### config.mk
export PLATFORM = sky130hd
export DESIGN_NAME = decode_stage_flat
export DESIGN_NICKNAME = d
export VERILOG_FILES = /design/src/rtl/decode_stage_if.sv /design/src/rtl/decode_stage.sv /design/src/flat_wrapper.sv
export SDC_FILE = /design/constraint.sdc
export NUM_CORES = 1
export LEC_CHECK = 0
export CAP_MARGIN = 30
export CORE_MARGIN = 10
export CORE_UTILIZATION = 50
export CTS_BUF_LIST = sky130_fd_sc_hd__clkbuf_4 sky130_fd_sc_hd__clkbuf_8 sky130_fd_sc_hd__clkbuf_16
export DETAILED_ROUTE_END_ITERATION = 16
export GPL_TIMING_DRIVEN = 0
export PLACE_DENSITY = 0.76
export SETUP_SLACK_MARGIN = 0.2
export SYNTH_ARGS = -nofsm -noshare
export SYNTH_HDL_FRONTEND = slang
export SYNTH_SLANG_ARGS = --single-unit
### constraint.sdc
create_clock -name clk -period 3.9 [get_ports clk]
set_clock_uncertainty 0.05 [all_clocks]
set_input_delay 0.585 -clock clk [delete_from_list [all_inputs] [get_ports clk]]
set_output_delay 0.585 -clock clk [all_outputs]
set_load 0.01 [all_outputs]
### src/rtl/decode_stage_if.sv
// Fetch-side and consumer-side handshake bundle for decode_stage.
// master: drives in_valid/in_code/out_ready (fetch + consumer side).
// slave:  the decode stage itself.
interface decode_stage_if #(
  parameter int unsigned DATA_W = 32
) ();
  logic              in_valid;
  logic              in_ready;
  logic [31:0]       in_code;
  logic              out_valid;
  logic              out_ready;
  logic [5:0]        out_op;
  logic [4:0]        out_rs;
  logic [4:0]        out_rt;
  logic [4:0]        out_rd;
  logic [4:0]        out_shamt;
  logic [5:0]        out_funct;
  logic [DATA_W-1:0] out_imm_ext;
  logic [25:0]       out_jaddr;
  logic [1:0]        out_class;
  logic              out_illegal;

  modport master (
    output in_valid, in_code, out_ready,
    input  in_ready, out_valid, out_op, out_rs, out_rt, out_rd, out_shamt, out_funct,
           out_imm_ext, out_jaddr, out_class, out_illegal
  );

  modport slave (
    input  in_valid, in_code, out_ready,
    output in_ready, out_valid, out_op, out_rs, out_rt, out_rd, out_shamt, out_funct,
           out_imm_ext, out_jaddr, out_class, out_illegal
  );
endinterface

### src/rtl/decode_stage.sv
// Buffered MIPS-subset decode stage: combinational decode of the incoming word, then a
// DEPTH-entry FIFO of decoded results. Optional per-class push counters are enabled by
// defining DECODE_STAGE_PERF_EN.
module decode_stage #(
  parameter int unsigned DATA_W = 32,
  parameter int unsigned DEPTH  = 2,
  parameter int unsigned CNT_W  = 16
) (
  input  logic               clk,
  input  logic               rst_n,
  input  logic               flush,
  decode_stage_if.slave      bus
`ifdef DECODE_STAGE_PERF_EN
  ,
  output logic [CNT_W-1:0]   perf_r,
  output logic [CNT_W-1:0]   perf_i,
  output logic [CNT_W-1:0]   perf_j,
  output logic [CNT_W-1:0]   perf_ill
`endif
);

  localparam int unsigned PtrW = $clog2(DEPTH);
  localparam int unsigned CntW = PtrW + 1;
  localparam logic [CntW-1:0] DepthCnt = CntW'(DEPTH);

  if (DATA_W < 16 || DEPTH < 2 || (DEPTH & (DEPTH - 1)) != 0 || CNT_W < 1) begin : gen_bad_param
    $error("decode_stage: illegal parameter combination");
  end

  typedef enum logic [1:0] {ClsR = 2'd0, ClsI = 2'd1, ClsJ = 2'd2, ClsIll = 2'd3} cls_e;

  typedef struct packed {
    logic [5:0]        op;
    logic [4:0]        rs;
    logic [4:0]        rt;
    logic [4:0]        rd;
    logic [4:0]        shamt;
    logic [5:0]        funct;
    logic [DATA_W-1:0] imm;
    logic [25:0]       jaddr;
    cls_e              cls;
    logic              illegal;
  } entry_t;

  entry_t          dec;
  entry_t          head;
  entry_t          mem_q [DEPTH];
  logic [PtrW-1:0] wr_ptr_q, wr_ptr_d, rd_ptr_q, rd_ptr_d;
  logic [CntW-1:0] count_q, count_d;
  logic            do_push, do_pop;

  logic [5:0]  op;
  logic [5:0]  funct;
  logic [15:0] imm16;
  assign op    = bus.in_code[31:26];
  assign funct = bus.in_code[5:0];
  assign imm16 = bus.in_code[15:0];

  // Decode the incoming word; fields outside the detected class stay zero.
  always_comb begin
    dec         = '0;
    dec.op      = op;
    dec.cls     = ClsIll;
    dec.illegal = 1'b1;
    if (op == 6'h00) begin
      if (funct inside {6'h00, 6'h02, 6'h08, 6'h20, 6'h22, 6'h24, 6'h25, 6'h2A}) begin
        dec.rs      = bus.in_code[25:21];
        dec.rt      = bus.in_code[20:16];
        dec.rd      = bus.in_code[15:11];
        dec.shamt   = bus.in_code[10:6];
        dec.funct   = funct;
        dec.cls     = ClsR;
        dec.illegal = 1'b0;
      end
    end else if (op inside {6'h02, 6'h03}) begin
      dec.jaddr   = bus.in_code[25:0];
      dec.cls     = ClsJ;
      dec.illegal = 1'b0;
    end else if (op inside {6'h04, 6'h05, 6'h08, 6'h0A, 6'h0C, 6'h0D, 6'h0E, 6'h0F, 6'h23,
                            6'h2B}) begin
      dec.rs = bus.in_code[25:21];
      dec.rt = bus.in_code[20:16];
      // Logical immediates are zero-extended, everything else sign-extended.
      if (op inside {6'h0C, 6'h0D, 6'h0E}) begin
        dec.imm = DATA_W'(imm16);
      end else begin
        dec.imm = DATA_W'(signed'(imm16));
      end
      dec.cls     = ClsI;
      dec.illegal = 1'b0;
    end
  end

  // Flush suppresses both sides of the handshake for that cycle.
  assign bus.in_ready  = (count_q < DepthCnt);
  assign bus.out_valid = (count_q != '0);
  assign do_push       = bus.in_valid && bus.in_ready && !flush;
  assign do_pop        = bus.out_valid && bus.out_ready && !flush;

  // Pointer and occupancy next-state.
  always_comb begin
    wr_ptr_d = wr_ptr_q;
    rd_ptr_d = rd_ptr_q;
    count_d  = count_q;
    if (flush) begin
      wr_ptr_d = '0;
      rd_ptr_d = '0;
      count_d  = '0;
    end else begin
      if (do_push) wr_ptr_d = wr_ptr_q + 1'b1;
      if (do_pop)  rd_ptr_d = rd_ptr_q + 1'b1;
      case ({do_push, do_pop})
        2'b10:   count_d = count_q + 1'b1;
        2'b01:   count_d = count_q - 1'b1;
        default: count_d = count_q;
      endcase
    end
  end

  // Pointer and occupancy registers.
  always_ff @(posedge clk or negedge rst_n) begin
    if (!rst_n) begin
      wr_ptr_q <= '0;
      rd_ptr_q <= '0;
      count_q  <= '0;
    end else begin
      wr_ptr_q <= wr_ptr_d;
      rd_ptr_q <= rd_ptr_d;
      count_q  <= count_d;
    end
  end

  // Entry storage; reset to zero so unwritten slots never carry X.
  always_ff @(posedge clk or negedge rst_n) begin
    if (!rst_n) begin
      for (int i = 0; i < int'(DEPTH); i++) mem_q[i] <= '0;
    end else if (do_push) begin
      mem_q[wr_ptr_q] <= dec;
    end
  end

  // Head entry, forced to zero while empty.
  always_comb begin
    head = '0;
    if (bus.out_valid) head = mem_q[rd_ptr_q];
  end

  assign bus.out_op      = head.op;
  assign bus.out_rs      = head.rs;
  assign bus.out_rt      = head.rt;
  assign bus.out_rd      = head.rd;
  assign bus.out_shamt   = head.shamt;
  assign bus.out_funct   = head.funct;
  assign bus.out_imm_ext = head.imm;
  assign bus.out_jaddr   = head.jaddr;
  assign bus.out_class   = head.cls;
  assign bus.out_illegal = head.illegal;

`ifdef DECODE_STAGE_PERF_EN
  logic [CNT_W-1:0] perf_q [4];

  // Saturating per-class push counters; only rst_n clears them.
  always_ff @(posedge clk or negedge rst_n) begin
    if (!rst_n) begin
      for (int i = 0; i < 4; i++) perf_q[i] <= '0;
    end else if (do_push && perf_q[dec.cls] != '1) begin
      perf_q[dec.cls] <= perf_q[dec.cls] + 1'b1;
    end
  end

  assign perf_r   = perf_q[ClsR];
  assign perf_i   = perf_q[ClsI];
  assign perf_j   = perf_q[ClsJ];
  assign perf_ill = perf_q[ClsIll];
`endif

endmodule

### src/flat_wrapper.sv
// flat-port wrapper written by rule: the top's interface ports become plain ports
module decode_stage_flat 
#(
  parameter int unsigned DATA_W = 32,
  parameter int unsigned DEPTH  = 2,
  parameter int unsigned CNT_W  = 16
)
  (clk, rst_n, flush, bus_in_valid, bus_in_code, bus_out_ready, bus_in_ready, bus_out_valid, bus_out_op, bus_out_rs, bus_out_rt, bus_out_rd, bus_out_shamt, bus_out_funct, bus_out_imm_ext, bus_out_jaddr, bus_out_class, bus_out_illegal);
  decode_stage_if #(.DATA_W(DATA_W)) bus_i ();
  input  logic clk;
  input  logic rst_n;
  input  logic flush;
  input wire logic [$bits(bus_i.in_valid)-1:0] bus_in_valid;
  input wire logic [$bits(bus_i.in_code)-1:0] bus_in_code;
  input wire logic [$bits(bus_i.out_ready)-1:0] bus_out_ready;
  output wire logic [$bits(bus_i.in_ready)-1:0] bus_in_ready;
  output wire logic [$bits(bus_i.out_valid)-1:0] bus_out_valid;
  output wire logic [$bits(bus_i.out_op)-1:0] bus_out_op;
  output wire logic [$bits(bus_i.out_rs)-1:0] bus_out_rs;
  output wire logic [$bits(bus_i.out_rt)-1:0] bus_out_rt;
  output wire logic [$bits(bus_i.out_rd)-1:0] bus_out_rd;
  output wire logic [$bits(bus_i.out_shamt)-1:0] bus_out_shamt;
  output wire logic [$bits(bus_i.out_funct)-1:0] bus_out_funct;
  output wire logic [$bits(bus_i.out_imm_ext)-1:0] bus_out_imm_ext;
  output wire logic [$bits(bus_i.out_jaddr)-1:0] bus_out_jaddr;
  output wire logic [$bits(bus_i.out_class)-1:0] bus_out_class;
  output wire logic [$bits(bus_i.out_illegal)-1:0] bus_out_illegal;
  assign bus_i.in_valid = bus_in_valid;
  assign bus_i.in_code = bus_in_code;
  assign bus_i.out_ready = bus_out_ready;
  assign bus_in_ready = bus_i.in_ready;
  assign bus_out_valid = bus_i.out_valid;
  assign bus_out_op = bus_i.out_op;
  assign bus_out_rs = bus_i.out_rs;
  assign bus_out_rt = bus_i.out_rt;
  assign bus_out_rd = bus_i.out_rd;
  assign bus_out_shamt = bus_i.out_shamt;
  assign bus_out_funct = bus_i.out_funct;
  assign bus_out_imm_ext = bus_i.out_imm_ext;
  assign bus_out_jaddr = bus_i.out_jaddr;
  assign bus_out_class = bus_i.out_class;
  assign bus_out_illegal = bus_i.out_illegal;
  decode_stage #(.DATA_W(DATA_W), .DEPTH(DEPTH), .CNT_W(CNT_W)) u_core (.clk(clk), .rst_n(rst_n), .flush(flush), .bus(bus_i));
endmodule
==> results of run 1 <==
placed cells by master, fill, tap and decap left out, types with 3 or more instances in the layout:
master and count:
inv_1 3, nor2_2 3, xor2_1 3, clkbuf_1 33, clkbuf_16 17, clkbuf_4 3
buf_6 3, nand2_1 259, o21ai_0 101, dfrtp_1 160, clkbuf_8 6, nor2_1 82
mux2i_1 79, clkinv_2 3, buf_2 18, o31ai_1 3, o21ai_1 39, clkdlybuf4s50_1 130
and2_1 4, buf_4 16
layout make-up:
type	count	area, µm²	share of cell area (%)
repair buffers	133	1354	14.08
well taps	184	230.2	2.395
inverters	3	11.26	0.1172
plain buffers	72	375.4	3.905
clock buffers	26	530.5	5.519
multi-input cells	594	3032	31.54
flip-flops and latches	160	4004	41.66
clock inverters	5	75.07	0.7810
report_power, final:
group | leakage (nW) | internal (mW) | total, mW | switching [mW]
Clock | 0.306 | 1.06 | 1.70 | 0.639
Sequential | 2.18 | 1.78 | 1.85 | 0.0667
Combinational | 1.51 | 0.214 | 0.540 | 0.327
worst paths after layout:
path | start | cells past startpoint | end
worst min-delay path | u_core.mem_q[184]$_DFFE_PN0P_ | 2 | u_core.mem_q[184]$_DFFE_PN0P_
worst max register to register | u_core.count_q[1]$_DFFE_PN0P_ | 5 | u_core.mem_q[170]$_DFFE_PN0P_
worst max-delay path | u_core.count_q[1]$_DFFE_PN0P_ | 5 | bus_out_rd[4]
worst min register to register | u_core.mem_q[184]$_DFFE_PN0P_ | 2 | u_core.mem_q[184]$_DFFE_PN0P_
min in group asynchronous | rst_n | 2 | u_core.mem_q[124]$_DFFE_PN0P_
max in group asynchronous | rst_n | 3 | u_core.mem_q[11]$_DFFE_PN0P_
tightest hold or removal path, cell delays in order, from the launching register on:
cell	delay, ns
dfrtp_1	0.34
nand2_1	0.05
nand2_1	0.06
logic make-up (layout without fill, tap and decap cells):
kind of cell	after synthesis	count (layout)	synth area share [%]
AND/OR/NAND/NOR	362	362	19.15
flip-flops	160	160	53.98
AO/OA/AOI/OAI	149	149	10.49
multiplexers	80	80	10.81
buffers and inverters	75	239	5.213
XOR/XNOR	3	3	0.3543
state kept, by name, indices dropped and copies added, names as in the netlist:
register / cells
u_core.count_q: 2
u_core.mem_q: 156
u_core.rd_ptr_q: 1
u_core.wr_ptr_q: 1
per-stage QoR:
stage	setup TNS (ns)	hold slack [ns]
floorplan	0	0.2394
detailed placement	0	0.4118
finish	0	0.4241
global placement	-675.85	0.4076
global route	0	0.4492
CTS	0	0.4266
routing by layer:
| metal | wire, µm | share of wire, % | global-route usage, % | vias to the layer above |
|---|---|---|---|---|
| li1 | - | - | - | 3003 |
| met1 | 8766 | 40 | 27.00 | 3125 |
| met2 | 10660 | 49 | 35.19 | 273 |
| met3 | 1757 | 8.1 | 5.708 | 53 |
| met4 | 585 | 2.7 | 9.198 | 0 |
| met5 | 0 | 0 | 0 | - |
repair_timing:
action,4_1_cts,5_1_grt
endpoints found under the setup margin,17,0
endpoints found under the hold margin,34,0
buffers inserted,0,0
hold buffers,1,0
gates resized for setup,2,0
==> impl_results.md, run 1 <==
* Crit-path leading delay family: buffers and inverters
* Number of fillers in the final layout at 1242
* Hold Crit Class: reg -> reg
* Number of synthesized register bits at 160
* Core Util, Final at 66.13%
* Most frequent cell after synthesis: nand2_1
* Initial antenna violation count at 0
* Final non-filler cell total at 1177
* 1st-pass router iterations at 6
* Clock latency on the worst-skew pair at 0.43 ns
* # clock sinks at 160
* Crit path max fanout at 10
* I/O pin cnt at 132
* Setup Viol. Count Final at 0
* Initial DRC Count at 683
* Crit path buffers/inverters at 3
* Final min period at 3.549 ns
* Slew Limit Fails at 0
* GPL Wtd Cong at 0.8214
* Mapped Area at 7417 µm²
* PD cells at 425.0 nW/µm²
* Max clock buf depth at 2
* Data arrival, critical path at 2.91 ns
* Critical path type: reg -> out
* Gr usage total at 21.77%
* Initial Util at 51.03%
* Sequential area share after synthesis at 53.98%
* CP required at 3.26 ns
* Max-slew headroom at 30.46%
* Final Instance Area at 9612 µm²
* Placed wire-length estimate at 15.23 mm
* # port buffers at 131
* Die area at 20110 µm²
* Vias in the first global route at 6409
* DIE HEIGHT at 141.8 µm
* Slew @ Worst Pin at 1.017 ns
* Cells after synthesis at 829
* Cells after DPL at 1145
* Status: finished clean
* Wire per inst at 18.50 µm
* GRT overflow at 0
* Num CTS Buffers at 17
* Post-DP Area at 8991 µm²
* Post-synth top flop: dfrtp_1
* Final #Nets at 1018
* Top cells by count, synth: nand2_1, dfrtp_1, o21ai_0
* Die width at 141.8 µm
* Crit end category: output pin
* Residual DRC at 0
* Maximum number of pins on one net before global-route repair at 127
* Cell taking the most area after synthesis: dfrtp_1
* Peak Freq at 281.8 MHz
* CP max stage delay at 0.51 ns
* Synth warn at 0
* Maximum VDD drop at 0.3105 mV
* Unique masters post-synth at 34
* Area growth, synth to finish at 29.59%
* Root Buffer Master: clkbuf_16
* CORE AREA at 14530 µm²
* Final hold viol count at 0
* Top post-synthesis cells by area: dfrtp_1, nand2_1, mux2i_1, o21ai_0, nor2_1
* Setup WS pre-CTS at 0.6221 ns
* Flop-to-flop setup slack at 1.66 ns
* Global-route wire length before repair at 34.48 mm
* Ys async rst share at 100.0%
* Final Power at 4.085 mW
* Ratio of final minimum period to clock period at 90.99%
* Top cell type's share of synthesized area at 53.98%
* Final WS setup at 0.3513 ns
* DR vias/cell at 5.483
* Crit path max-delay cell type: clkdlybuf4s50_1
* CP cell instances: nor2_2, clkbuf_1, buf_1, nor2_1, clkdlybuf4s50_1
* Avg Synthesized Cell Area at 8.947 µm²
* Antenna diodes at 0
* Row count at 44
* Leakage at 4.000 nW
* Reg clk slew, reported paths at 0.06 ns
* Via Count at 6454
* Fraction of layout cells with a size suffix above 1 at 7.956%
* Mapped Nets at 866
* CP startpoint kind: flip-flop
* RSZ-0062 raised after global routing: no
* H-tree depth at 4
* Total of max-cap violations at 0
* CTS tree: done
* Detail Route Antenna Nets at 0
* Final wirelength at 21.77 mm
* Number of flops mapped to enable cells by yosys at 0
(Power assumes the default switching activity.)
==> run 2: changes to the inputs <==
- CORE_MARGIN: 10 -> default
==> impl_results.md, run 2 (synthesized netlist as in run 1, its figures left out) <==
* Status: finished clean
* Fraction of layout cells with a size suffix above 1 at 7.591%
* Max-slew headroom at 33.34%
* # clock sinks at 160
* Setup Viol. Count Final at 0
* Hold Crit Class: in -> async
* Area growth, synth to finish at 28.09%
* Maximum number of pins on one net before global-route repair at 104
* Residual DRC at 0
* Initial DRC Count at 428
* CP required at 3.26 ns
* Most frequent cells in the layout: nand2_1, dfrtp_1, clkdlybuf4s50_1, o21ai_0, nor2_1
* RSZ-0062 raised after global routing: no
* Critical path type: reg -> out
* Final wirelength at 20.17 mm
* Max clock buf depth at 2
* GPL Wtd Cong at 0.8198
* Critical path launch point: u_core.count_q[1]$_DFFE_PN0P_
* Setup WS pre-CTS at 0.6206 ns
* 1st-pass router iterations at 5
* Crit end category: output pin
* Detail Route Antenna Nets at 0
* Placed wire-length estimate at 13.96 mm
* CTS tree: done
* Vias in the first global route at 6202
* GRT overflow at 0
* I/O pin cnt at 132
* Wire per inst at 17.21 µm
* Global-route wire length before repair at 32.45 mm
* Ratio of final minimum period to clock period at 91.35%
* Final Power at 3.852 mW
* Reg clk slew, reported paths at 0.06 ns
* CTS Hold Buffers Added at 0
* Slew @ Worst Pin at 0.9747 ns
* # port buffers at 131
* Num CTS Buffers at 17
* Initial Util at 51.23%
* FF+latch area at 4004 µm²
* R2R Path Start: u_core.count_q[1]$_DFFE_PN0P_
* Initial antenna violation count at 0
* Data arrival, critical path at 2.93 ns
* Die width at 123.8 µm
* Antenna diodes at 0
* Final min period at 3.563 ns
* Largest regs: u_core.mem_q x156, u_core.count_q x2
* Postcts setup bufs at 0
* Commonest non-fill, non-tap cell in the layout: nand2_1
* Slew Limit Fails at 0
* Die area at 15330 µm²
* Via Count at 6422
* Final #Nets at 1017
* Max FFs per register at 156
* Total of max-cap violations at 0
* Gr usage total at 28.62%
* Multi-input gate area at 3032 µm²
* PD cells at 405.4 nW/µm²
* Root Buffer Master: clkbuf_16
* Cells after DPL at 1145
* Peak Freq at 280.7 MHz
* Maximum VDD drop at 0.2975 mV
* Row count at 44
* Crit path max fanout at 10
* Clock latency on the worst-skew pair at 0.42 ns
* Final non-filler cell total at 1172
* Number of fillers in the final layout at 1247
* Most flop-heavy register: u_core.mem_q
* CP startpoint kind: flip-flop
* H-tree depth at 4
* Leakage at 3.947 nW
* Final hold viol count at 0
* Final WS setup at 0.3372 ns
* CORE AREA at 14480 µm²
* DR vias/cell at 5.480
* DIE HEIGHT at 123.8 µm
==> run 2: cell count changes in the layout (fill, tap and decap cells not counted) <==
cell and change:
buf_6 +1, clkbuf_8 -4, clkinv_2 -1, dlygate4sd3_1 -1
buf_8 -1, clkbuf_4 +3, bufinv_16 -2
==> run 2: routing by layer <==
metal | wire length [µm] | part of all wire (%) | vias up | global-route usage [%]
li1 | - | - | 3003 | -
met1 | 8727 | 43 | 3121 | 38.74
met2 | 9651 | 48 | 260 | 45.17
met3 | 1289 | 6.4 | 38 | 5.952
met4 | 499 | 2.5 | 0 | 11.22
met5 | 0 | 0 | - | 0
==> run 2: repair_timing <==
| action | CTS | global route |
|---|---|---|
| setup endpoints to repair | 15 | 20 |
| gates resized for setup | 1 | 1 |
| endpoints found under the hold margin | 0 | 0 |
| pin swaps | 0 | 0 |
==> run 2: where the power goes <==
group	switching, mW	internal [mW]	leakage (nW)
sequential	0.0655	1.78	2.18
clock	0.606	0.868	0.259
combinational	0.320	0.213	1.51
total	0.991	2.86	3.95
==> run 2: worst paths after layout <==
kind,endpoint,slack [ns],cells past startpoint
hold reg to reg,u_core.mem_q[112]$_DFFE_PN0P_,0.42,2
hold / removal,u_core.count_q[1]$_DFFE_PN0P_,0.08,1
max in group asynchronous,u_core.mem_q[62]$_DFFE_PN0P_,2.85,2
setup reg to reg,u_core.mem_q[173]$_DFFE_PN0P_,1.66,5
setup / recovery,bus_out_rd[4],0.34,5
min in group clk,u_core.mem_q[112]$_DFFE_PN0P_,0.42,2
==> run 2: metrics by stage <==
step / util (%) / setup TNS (ns) / area, µm² / hold slack [ns]
after CTS: 65.60 / 0 / 9498 / 0.09372
after detailed placement: 62.07 / 0 / 8987 / 0.4121
after floorplan: - / 0 / 7417 / 0.2394
after global placement: 61.87 / -667.27 / 8959 / 0.4086
after global routing: 65.62 / 0 / 9500 / 0.1112
final: 65.62 / 0 / 9500 / 0.08402
==> run 2: critical path, cell delays in order (launching register included) <==
cell             delay (ns)
dfrtp_1                0.43
nor2_2                 0.43
clkbuf_1               0.46
buf_1                  0.50
nor2_1                 0.18
clkdlybuf4s50_1        0.51
==> run 2: cell type report <==
type | count | area share, %
plain buffers | 72 | 3.951
clock buffers | 25 | 5.242
multi-input cells | 594 | 31.91
repair buffers | 132 | 14.11
clock inverters | 2 | 0.1054
flip-flops and latches | 160 | 42.14
inverters | 3 | 0.1185
well taps | 184 | 2.423
==> edit (flow settings as in run 1) <==
`DATA_W` is set to 32 in 3 places; all go to 36.
--- a/src/rtl/decode_stage_if.sv
+++ b/src/rtl/decode_stage_if.sv
@@ -2,7 +2,7 @@
 // master: drives in_valid/in_code/out_ready (fetch + consumer side).
 // slave:  the decode stage itself.
 interface decode_stage_if #(
-  parameter int unsigned DATA_W = 32
+  parameter int unsigned DATA_W = 36
 ) ();
   logic              in_valid;
   logic              in_ready;
--- a/src/rtl/decode_stage.sv
+++ b/src/rtl/decode_stage.sv
@@ -2,7 +2,7 @@
 // DEPTH-entry FIFO of decoded results. Optional per-class push counters are enabled by
 // defining DECODE_STAGE_PERF_EN.
 module decode_stage #(
-  parameter int unsigned DATA_W = 32,
+  parameter int unsigned DATA_W = 36,
   parameter int unsigned DEPTH  = 2,
   parameter int unsigned CNT_W  = 16
 ) (
--- a/src/flat_wrapper.sv
+++ b/src/flat_wrapper.sv
@@ -1,7 +1,7 @@
 // flat-port wrapper written by rule: the top's interface ports become plain ports
 module decode_stage_flat 
 #(
-  parameter int unsigned DATA_W = 32,
+  parameter int unsigned DATA_W = 36,
   parameter int unsigned DEPTH  = 2,
   parameter int unsigned CNT_W  = 16
 )
Interface: changed (resized bus_out_imm_ext); port bits go from 132 to 136. No check against the original RTL was run, so the function may have changed too.
==> edit against run 1 <==
Setup slack gained 0.12 ns; sequential cell count is the same; utilization grew 0.32 points; global-route usage grew 0.30 points; maximum frequency grew 3.4%; non-clock buffer count grew 9; wire length grew 1.2%; total power shrank 1.2%; final cell count grew 0.76%; synthesized area grew 0.25%; sequential share of layout area shrank 0.20 points; design area grew 0.48%; die area grew 0.22%.
==> edit: results (changes against run 1) <==
STATUS='complete, no violations'
SYNTH.AVG_CELL_AREA_UM2=8.93  # -0.23%
DRIVE_GT1_SHARE_PCT=8.28  # +0.33 points
VIAS_IN_THE_FIRST_GLOBAL_ROUTE=6433  # +0.37%
TRACK_USAGE_PCT=22.1  # +0.30 points
POWER_LEAKAGE_nW=4.02  # +0.45%
DP_SLACK_NS=0.461  # -0.161 ns
NUMBER_OF_DETAILED_ROUTE_ITERATIONS_IN_THE_FIRST_PASS=5  # -1
TIMING.HOLD.WS_NS=0.0900  # -0.334 ns
YOSYS.AREA_SHARE.XOR_XNOR_PCT=0.353  # -0.00089 points
ROUTED_WL_UM=22000  # +1.2%
CLOCKNETWORKAREASHARE_PCT=6.13  # -0.17 points
DPL.HPWL_UM=15800  # +3.8%
SEQ-CELL-SHARE_PCT=41.5  # -0.20 points
DRT-VIAS-PER-INSTANCE=5.47  # -0.17%
DPL.CELL_COUNT=1155  # +0.87%
NNONCLKBUFFERS=214  # +4.4%
POWER_FRAC_SEQ_PCT=45.7  # +0.5 points
DESIGN.FINAL.NETS=1027  # +0.88%
PEAKVDDDROP_mV=0.277  # -11%
R2R_SETUP_SLACK_NS=1.60  # -0.06 ns
SYNTH_CELL_TYPE_COUNT=33  # -2.9%
FRACTION_OF_STANDARD_CELL_AREA_IN_MULTI_INPUT_LOGIC_PCT=31.3  # -0.23 points
PLACE.GP.CONGESTION=0.875  # +6.5%
SYNTH.TOP_CELLS.BY_COUNT='nand2_1 (259), dfrtp_1 (160), o21ai_0 (100), nor2_1 (84), mux2i_1 (79)'
TIMING_WORST_SLEW_PIN_VALUE_NS=0.990  # -0.0269 ns
CTS_SETUP_BUFFERS=0  # unchanged
SYNTH_FP_NETS=870  # +0.46%
GRT_FIRST_PASS_WIRELENGTH_UM=35200  # +2.0%
DPL-INSTANCE-AREA_UM2=9060  # +0.74%
HOLDCRITPATHCLASS='primary input to async pin'
POWER_SWITCHING_mW=1.03  # -0.69%
LARGEST_NET_DEGREE_AT_THE_START_OF_GLOBAL_ROUTING=98  # -23%
POST_SYNTH_MUX_AREA_SHARE_PCT=10.8  # -0.027 points
FINAL.CLKBUF_COUNT=27  # +3.8%
NON_CLOCK_BUFFERS_AREA_SHARE_PCT=18.6  # +0.61 points
YOSYS-TOP-CELLS-AREA='dfrtp_1 (54%), nand2_1 (13%), mux2i_1 (11%)'
ENDPOINT_OF_THE_WORST_REGISTER_TO_REGISTER_PATH='u_core.mem_q[180]'
DRT-INITIAL-DRC-COUNT=542  # -21%
ANTENNA_CELLS=0  # unchanged
SYNTH-COMPOUND-AREA-SHARE_PCT=10.5  # -0.026 points
PLACEMENT.IO_BUFFERS=135  # +3.1%
SEQ_AREA_FRAC_SYNTH_PCT=53.8  # -0.14 points
NFILLCELLS=1244  # +0.16%
-- edit: cell types whose count changed after synthesis, sizes merged --
cell    delta
buf        +3
clkbuf     +1
-- edit: worst max-delay path by stage --
stage | startpoint | end | slack (ns) | depth (start not counted)
6_report | u_core.count_q[1] | bus_out_rd[1] | 0.47 | 5
5_1_grt | u_core.rd_ptr_q | bus_out_imm_ext[32] | 0.27 | 7
4_1_cts | u_core.count_q[1] | bus_out_rd[1] | 0.23 | 5
3_5_place_dp | u_core.rd_ptr_q | bus_out_imm_ext[17] | 0.46 | 7
3_3_place_gp | rst_n | u_core.count_q[1] | -4.16 | 1
2_1_floorplan | u_core.rd_ptr_q | bus_out_imm_ext[17] | 1.16 | 5
-- edit: routing by layer --
metal | vias up | part of all wire [%] | track usage, %
met5 | - | 0 | 0
met4 | 0 | 2.4 | 8.66
met3 | 43 | 8.3 | 5.81
met2 | 282 | 48 | 34.7
met1 | 3146 | 41 | 28.5
li1 | 3021 | - | -
